<file path="config.mk">
export PLATFORM = sky130hd
export DESIGN_NAME = wb_burst_master
export DESIGN_NICKNAME = d
export VERILOG_FILES = /design/src/rtl/wb_burst_master.sv
export SDC_FILE = /design/constraint.sdc
export NUM_CORES = 1
export LEC_CHECK = 0
export CELL_PAD_IN_SITES_DETAIL_PLACEMENT = 0
export CELL_PAD_IN_SITES_GLOBAL_PLACEMENT = 2
export CORE_UTILIZATION = 23
export CTS_BUF_LIST = sky130_fd_sc_hd__clkbuf_16
export CTS_CLUSTER_SIZE = 16
export DETAILED_ROUTE_END_ITERATION = 8
export PLACE_DENSITY = 0.75
export SYNTH_ARGS = -nofsm -noshare
export SYNTH_HDL_FRONTEND = slang
export SYNTH_SLANG_ARGS = --single-unit
</file>
<file path="constraint.sdc">
create_clock -name clk_i -period 3.2 [get_ports clk_i]
set_input_delay 0.32 -clock clk_i [delete_from_list [all_inputs] [get_ports clk_i]]
set_output_delay 0.32 -clock clk_i [all_outputs]
set_load 0.01 [all_outputs]
</file>
<file path="src/rtl/wb_burst_master.sv">
// wb_burst_master: pipelined Wishbone initiator issuing one burst of len sequential word
// transfers per start command. Read data streams out on rdat_o/rvld_o; write data is pulled
// from a first-word-fall-through source via wreq_o. bst_o flags that more requests follow.
// Optional macro WB_MASTER_STALL_EN adds stall_i: a request only counts when stb_o && !stall_i.
// DELAY is kept for drop-in compatibility with older simulation models; outputs here are
// registered without any intra-assignment delay.
module wb_burst_master #(
    parameter int unsigned WIDTH = 32,
    parameter int unsigned SBITS = 10,
    parameter int unsigned LBITS = 10,
    parameter int unsigned DELAY = 3
) (
    input  logic             clk_i,
    input  logic             rst_i,
    input  logic             start_i,
    input  logic             read_i,
    input  logic [SBITS-1:0] addr_i,
    input  logic [LBITS-1:0] len_i,
    output logic             busy_o,
    output logic             done_o,
    input  logic [WIDTH-1:0] wdat_i,
    output logic             wreq_o,
    output logic [WIDTH-1:0] rdat_o,
    output logic             rvld_o,
    output logic             cyc_o,
    output logic             stb_o,
    output logic             we_o,
    output logic             bst_o,
    output logic [SBITS-1:0] adr_o,
    output logic [WIDTH-1:0] dat_o,
    input  logic             ack_i,
`ifdef WB_MASTER_STALL_EN
    input  logic             stall_i,
`endif
    input  logic [WIDTH-1:0] dat_i
);

    localparam logic [LBITS-1:0] LenOne = LBITS'(1);
    localparam logic [SBITS-1:0] AdrOne = SBITS'(1);

    // Compatibility-only parameter; nothing is generated from it.
    if (DELAY > 0) begin : g_delay_compat
    end

    typedef enum logic [1:0] {StIdle, StIssue, StDrain} state_e;

    state_e           state_q, state_d;
    logic [LBITS-1:0] len_q, len_d;
    logic [LBITS-1:0] iss_q, iss_d;
    logic [LBITS-1:0] ack_q, ack_d;
    logic [LBITS-1:0] ack_cnt;
    logic [SBITS-1:0] adr_q, adr_d;
    logic             cyc_q, cyc_d;
    logic             stb_q, stb_d;
    logic             we_q, we_d;
    logic             busy_q, busy_d;
    logic             done_q, done_d;
    logic [WIDTH-1:0] rdat_q;
    logic             rvld_q;

    logic             stalled;
    logic             issue;
    logic             last_issue;
    logic             ack_ok;
    logic             all_acked;

`ifdef WB_MASTER_STALL_EN
    assign stalled = stall_i;
`else
    assign stalled = 1'b0;
`endif

    // A request is issued in every unstalled strobe cycle.
    assign issue      = stb_q && !stalled;
    assign last_issue = issue && ((iss_q + LenOne) == len_q);
    // Acks outside a cycle, or beyond the burst length, are not ours to count.
    assign ack_ok     = cyc_q && ack_i && (ack_q != len_q);
    assign ack_cnt    = ack_q + LBITS'(ack_ok);
    assign all_acked  = (ack_cnt == len_q);

    // State register.
    always_ff @(posedge clk_i) begin
        if (rst_i) begin
            state_q <= StIdle;
        end else begin
            state_q <= state_d;
        end
    end

    // Next-state logic.
    always_comb begin
        state_d = state_q;
        unique case (state_q)
            StIdle: begin
                if (start_i && (len_i != '0)) begin
                    state_d = StIssue;
                end
            end
            StIssue: begin
                // A zero-latency responder can complete the burst on the last issue cycle.
                if (last_issue) begin
                    state_d = all_acked ? StIdle : StDrain;
                end
            end
            StDrain: begin
                if (all_acked) begin
                    state_d = StIdle;
                end
            end
            default: state_d = StIdle;
        endcase
    end

    // Output logic: next values of the registered bus controls and counters.
    always_comb begin
        len_d  = len_q;
        iss_d  = iss_q;
        ack_d  = ack_cnt;
        adr_d  = adr_q;
        cyc_d  = cyc_q;
        stb_d  = stb_q;
        we_d   = we_q;
        busy_d = busy_q;
        done_d = 1'b0;
        unique case (state_q)
            StIdle: begin
                iss_d = '0;
                ack_d = '0;
                if (start_i) begin
                    if (len_i == '0) begin
                        done_d = 1'b1;
                    end else begin
                        len_d  = len_i;
                        adr_d  = addr_i;
                        we_d   = !read_i;
                        cyc_d  = 1'b1;
                        stb_d  = 1'b1;
                        busy_d = 1'b1;
                    end
                end
            end
            StIssue, StDrain: begin
                if (issue) begin
                    adr_d = adr_q + AdrOne;
                    iss_d = iss_q + LenOne;
                end
                if (last_issue) begin
                    stb_d = 1'b0;
                end
                if (state_d == StIdle) begin
                    cyc_d  = 1'b0;
                    stb_d  = 1'b0;
                    we_d   = 1'b0;
                    busy_d = 1'b0;
                    done_d = 1'b1;
                end
            end
            default: ;
        endcase
    end

    // Datapath and registered outputs.
    always_ff @(posedge clk_i) begin
        if (rst_i) begin
            len_q  <= '0;
            iss_q  <= '0;
            ack_q  <= '0;
            adr_q  <= '0;
            cyc_q  <= 1'b0;
            stb_q  <= 1'b0;
            we_q   <= 1'b0;
            busy_q <= 1'b0;
            done_q <= 1'b0;
            rdat_q <= '0;
            rvld_q <= 1'b0;
        end else begin
            len_q  <= len_d;
            iss_q  <= iss_d;
            ack_q  <= ack_d;
            adr_q  <= adr_d;
            cyc_q  <= cyc_d;
            stb_q  <= stb_d;
            we_q   <= we_d;
            busy_q <= busy_d;
            done_q <= done_d;
            rvld_q <= ack_ok && !we_q;
            if (ack_ok && !we_q) begin
                rdat_q <= dat_i;
            end
        end
    end

    assign cyc_o  = cyc_q;
    assign stb_o  = stb_q;
    assign we_o   = we_q;
    assign adr_o  = adr_q;
    assign busy_o = busy_q;
    assign done_o = done_q;
    assign rdat_o = rdat_q;
    assign rvld_o = rvld_q;
    // More requests follow this one while more than one word remains to issue.
    assign bst_o  = stb_q && ((len_q - iss_q) > LenOne);
    assign wreq_o = issue && we_q;
    assign dat_o  = (stb_q && we_q) ? wdat_i : '0;

endmodule

</file>
Word-level counts from Yosys, hierarchy flattened

Cells that the tools add are included.

Output and inout bits: 82
Logic and storage cells: 74
Register bits after elaboration: 79

Eq/ne operators: 10
Reduce and logical (&&, ||, !) cells: 21
Mux-type cells: 26
Magnitude comparators: 1
Bitwise logic cells: 1
Add/sub/neg operators: 4

Operators by type and width:

| kind                  | count |
|---|---|
| $mux 10               | 4 |
| $pmux 10 s2           | 2 |
| $mux 32               | 1 |
| $add 10x1->10 const B | 2 |
| $eq 10x10->1          | 2 |
| $reduce_and 4->1      | 3 |
| $add 10x1->10         | 1 |
| $gt 10x1->1 const B   | 1 |
| $logic_not 10->1      | 1 |
| $mux 1                | 10 |
| $ne 10x10->1          | 1 |
| $reduce_bool 10->1    | 1 |
| $sub 10x10->10        | 1 |
| $mux 2                | 4 |
| $ne 2x2->1 const B    | 4 |
| $pmux 1 s2            | 4 |
| $logic_and 1x1->1     | 7 |
| $pmux 2 s3            | 1 |
| $logic_not 2->1       | 2 |
| $reduce_or 2->1       | 2 |
| $ne 3x3->1 const B    | 1 |
| $reduce_and 3->1      | 1 |
| $eq 2x1->1 const B    | 1 |
| $eq 2x2->1 const B    | 1 |
| other kinds (4)       | 5 |

Longest topological paths before layout

Word-level depth: 10
Mapped depth: 15
Gate-level depth less buffers: 14

Least setup slack after synthesis

No wires, ideal clock.

Kind: flip-flop to flip-flop
Start point: register len_q[7]
End point: register stb_q, in the netlist stb_o
Period minus slack after synthesis: 3.237 ns
Data arrival time: 3.100 ns
Required time: 3.063 ns
Setup slack: -0.037 ns
Cell stages (with the launch flop): 15
Path through: dfxtp_1 clkbuf_1 xnor2_1 nand2_1 o311a_1 ha_1 ha_1 clkbuf_1 xnor2_1 nor3_1 nand4_1 nor4b_4 mux2i_1 a221oi_4 o221ai_1

Longest elaborated chain between the ends: 10

Ends and longest elaborated chain:

| item                                                     | RTL line | RTL |
|---|---|---|
| start: declaration                                       | 48       | `logic [LBITS-1:0] len_q, len_d;` |
| start signal: assignment                                 | 177      | `len_q <= len_d;` |
| $ne 10x10->1                                             | 77       | `assign ack_ok = cyc_q && ack_i && (ack_q != len_q);` |
| $logic_and 1x1->1                                        | 77       |  |
| $add 10x1->10                                            | 78       | `assign ack_cnt = ack_q + LBITS'(ack_ok);` |
| $eq 10x10->1                                             | 79       | `assign all_acked = (ack_cnt == len_q);` |
| $mux 2                                                   | 102      | `state_d = all_acked ? StIdle : StDrain;` |
| $mux 2                                                   | 101      | `if (last_issue) begin` |
| $pmux 2 s3                                               | 93       | `unique case (state_q)` |
| $logic_not 2->1                                          | 150      | `if (state_d == StIdle) begin` |
| $ne 3x3->1 (no line) or $mux 1 (tied branches)           | --       |  |
| $reduce_and 4->1 (no line) or $pmux 1 s2 (tied branches) | --       |  |
| end signal: assignment                                   | 182      | `stb_q <= stb_d;` |
| end: declaration                                         | 54       | `logic stb_q, stb_d;` |

Several ways; a longest one is shown, not always the timed one.
A chain may end at the register's enable or synchronous reset.

Worst setup path after layout

Start point: register len_q[0]
End point: register busy_q, in the netlist busy_o

Longest elaborated chain between the ends: 10

Ends and longest elaborated chain:

| item                           | RTL line | RTL |
|---|---|---|
| $ne 10x10->1 (*)               | 77       |  |
| $logic_and 1x1->1 (*)          | 77       |  |
| $add 10x1->10 (*)              | 78       |  |
| named net ack_cnt[1]           | 51       | `logic [LBITS-1:0] ack_cnt;` |
| $eq 10x10->1 (*)               | 79       |  |
| $mux 2                         | 102      |  |
| $mux 2                         | 101      |  |
| $pmux 2 s3 (*)                 | 93       |  |
| $logic_not 2->1 (*)            | 150      |  |
| $ne 2x2->1 (no line) (*)       | --       |  |
| $reduce_and 4->1 (no line) (*) | --       |  |
| end signal: assignment         | 184      | `busy_q <= busy_d;` |
| end: declaration               | 56       | `logic busy_q, busy_d;` |

The timed path passes the listed nets; every way through them passes the cells marked *.

==> results.cfg <==
[logic_synthesis]
syn_nets = 669
synth-seq-area-share_pct = 33.39
yosysMostFrequentCell = dfxtp_1
synthArstFlopShare_pct = 0
synth-main-ff-cell = dfxtp_1
yosysWarnings = 0
syn_area_mm2 = 0.004737
avgSynthCellArea_um2 = 8.429
synthCells = 562
synth_cell_types = 63
synth_top_area_share_pct = 33.39
synth_edf_count = 0
synth_area_leaders = dfxtp_1 (33%), mux2i_1 (9.9%), nor2_1 (5.6%)
ys_ff_latch = 79
yosys.area.top_type = dfxtp_1
ys_top_cells_by_count = dfxtp_1 (79), nor2_1 (71), mux2i_1 (47)

[clocking]
clk_pin_slew_ns = 0.06
cts_hold_buf = 0
cts.sinks = 79
numCtsBuffers = 9
cts.path.max_buffers = 2
clock_latency_ns = 0.34
cts_root_buffer = clkbuf_16
cts_tree = built
cts.htree.levels = 3

[sta]
slew_violations = 0
max_slew.worst_pin.slew_ns = 1.061
finalHoldViolations = 0
fin_crit_sh_pct = 99.08
setup_viol = 0
rsz0062_at_grt = true
max-slew-margin-rel_pct = 29.17
fmax_mhz = 315.4
min_period_ns = 3.171
finClkSkew_ns = 0.006216

[power_and_ir_drop]
power_density_mw_per_mm2 = 443.5
p_leak_nw = 2.777
intPower_w = 0.002252
seqPwrFrac_pct = 35.2
power_w = 0.003238
p_comb_share_pct = 30.8
p_switching_w = 0.0009867
vdd_drop_max_mv = 0.3002
clkPwrFrac_pct = 34.0
swShare_pct = 30.47

[floorplanning]
die_y_um = 145.5
start_util_pct = 23.41
row_count = 52
io_pins = 171
core_area_mm2 = 0.02023
die-area_mm2 = 0.02117
fp.dieW_um = 145.5

[grt]
grt_pass1_wl_mm = 25.03
grt_usage_pct = 14.64
antenna_found_initial = 0
grt.overflow.total = 0
grt_max_degree = 48
grt_pass1_vias = 4666

[critical_path]
crit_arrival_ns = 3.36
cp_max_fo = 4
crit_chain = xor2_1, nor2_1, nand3_1, o311a_1, ha_4, ha_4, xor2_1, nor3_2, nand4_1, nor4b_4, o211ai_1, a221oi_4, a311oi_1
cpPeakStageDelay_ns = 0.41
cp_slowest_cell = nor4b_4
cp.required_ns = 3.39
worstSetupPathType = reg2reg
start_kind = flop
worstSetupEndpointType = flop

[placed_design]
dpl-instance-area_mm2 = 0.006902
gp_congestion = 0.8912
port_buffers = 170
dp_hpwl_mm = 11.54

[routing]
post-route-drc-count = 0
drt-total-wl_mm = 15.50
wire_per_inst_um = 15.14
routed_via_density = 4.537
drt_iter0_markers = 212
vias = 4646
ant_nets = 0
drt_pass1_iterations = 6

[hold_path]
hp-class = reg2reg

[finish]
num_antenna_cells = 0
drive_gt1_share_pct = 11.67
fin_nets = 856
area_growth_syn_to_layout_pct = 54.12
stdcell_area_mm2 = 0.007301

[run_status]
status = complete, no violations

[run]
cap_violations = 0
## layout make-up
class / instances / area [um^2]
Multi-Input combinational cell: 419 / 2932
Clock buffer: 9 / 225.2
Tap cell: 270 / 337.8
Sequential cell: 79 / 1587
Fill cell: 2041 / 12930
Clock inverter: 7 / 88.84
Timing Repair Buffer: 216 / 2041
Inverter: 24 / 90.09
## sequential cells by signal, indices dropped and copies added (netlist names), 2 cells and up
signal / flops
rdat_o: 32
len_q: 10
state_q: 2
iss_q: 10
adr_o: 10
ack_q: 10
## routing by layer
metal	track usage, %	wire [um]	vias up	part of all wire (%)
li1	-	-	2353	-
met1	18.90	7227	2177	47
met2	24.69	7460	103	48
met3	3.417	664	13	4.3
met4	3.211	153	0	0.99
met5	0	0	-	0
## timing repair
item | 4_1_cts | 5_1_grt
buffers inserted | 0 | 1
pin swaps | 4 | 7
endpoints found under the setup margin | 5 | 4
hold endpoints to repair | 0 | 0
resized for setup | 11 | 6
## cell usage in the layout (no fill, tap or decap), types with 3 or more instances in the layout
cell type and count:
clkdlybuf4s50_1 168, dfxtp_1 75, nor2_1 71, mux2i_1 46
buf_4 46, and3_1 38, a21oi_1 31, nand2_1 27
inv_1 26, o21ai_0 25, xnor2_1 22, nand3_1 16
ha_1 15, nand4_1 13, xor2_1 12, clkbuf_16 9
nor2b_1 7, nor3_1 7, a211oi_1 6, a22oi_1 5
or3_1 5, o211ai_1 4, o22ai_1 4, dfxtp_2 4
xnor2_2 3, and2_1 3, nor4_1 3, a21boi_0 3
nor3b_1 3, a311oi_1 3, o31ai_1 3
## worst paths after layout
path                   start    endpoint  slack, ns  depth (start not counted)
hold reg to reg   rdat_o[15]  rdat_o[15]       0.49                          2
setup / recovery    len_q[0]      busy_o       0.03                         13
hold / removal    rdat_o[15]  rdat_o[15]       0.49                          2
setup reg to reg    len_q[0]      busy_o       0.03                         13
## worst max-delay path: cells and delay by family (launching register included)
family / cells / cell delay [ns]
and+or+nand+nor: 5 / 0.93
AOI/OAI and AO/OA: 4 / 1.04
adders and majority gates: 2 / 0.41
DFF: 1 / 0.32
xor gates and xnor gates: 2 / 0.31
## power by group through the flow
stage	clock (W)	sequential, W	combinational (W)
after floorplan	0	0.00117	0.000514
after global placement	0	0.00116	0.000975
after detailed placement	0	0.00116	0.000988
after CTS	0.00114	0.00114	0.000997
after global routing	0.00118	0.00115	0.00109
final	0.00110	0.00114	0.000998
## stage by stage
stage               cells  setup slack, ns  util [%]  setup TNS (ns)  hold WS, ns
floorplan             562          0.04086         -               0       0.4672
global placement     1007         -0.06978     34.11         -0.1995       0.4724
detailed placement   1007          -0.2711     34.11         -0.9613       0.4824
CTS                  1023         -0.02805     35.92        -0.02805       0.4950
global route         1024          -0.1703     36.08         -0.5887       0.5164
finish               1024          0.02934     36.08               0       0.4901
## logic make-up after synthesis
family          synth area share, %
simple gates                  23.32
compound gates                14.69
flops                         33.39
buf+inv                       6.445
mux                           9.931
xor+xnor                      7.316
fa+ha+maj                     4.913
Note: power is estimated with default switching activity, not from simulation.
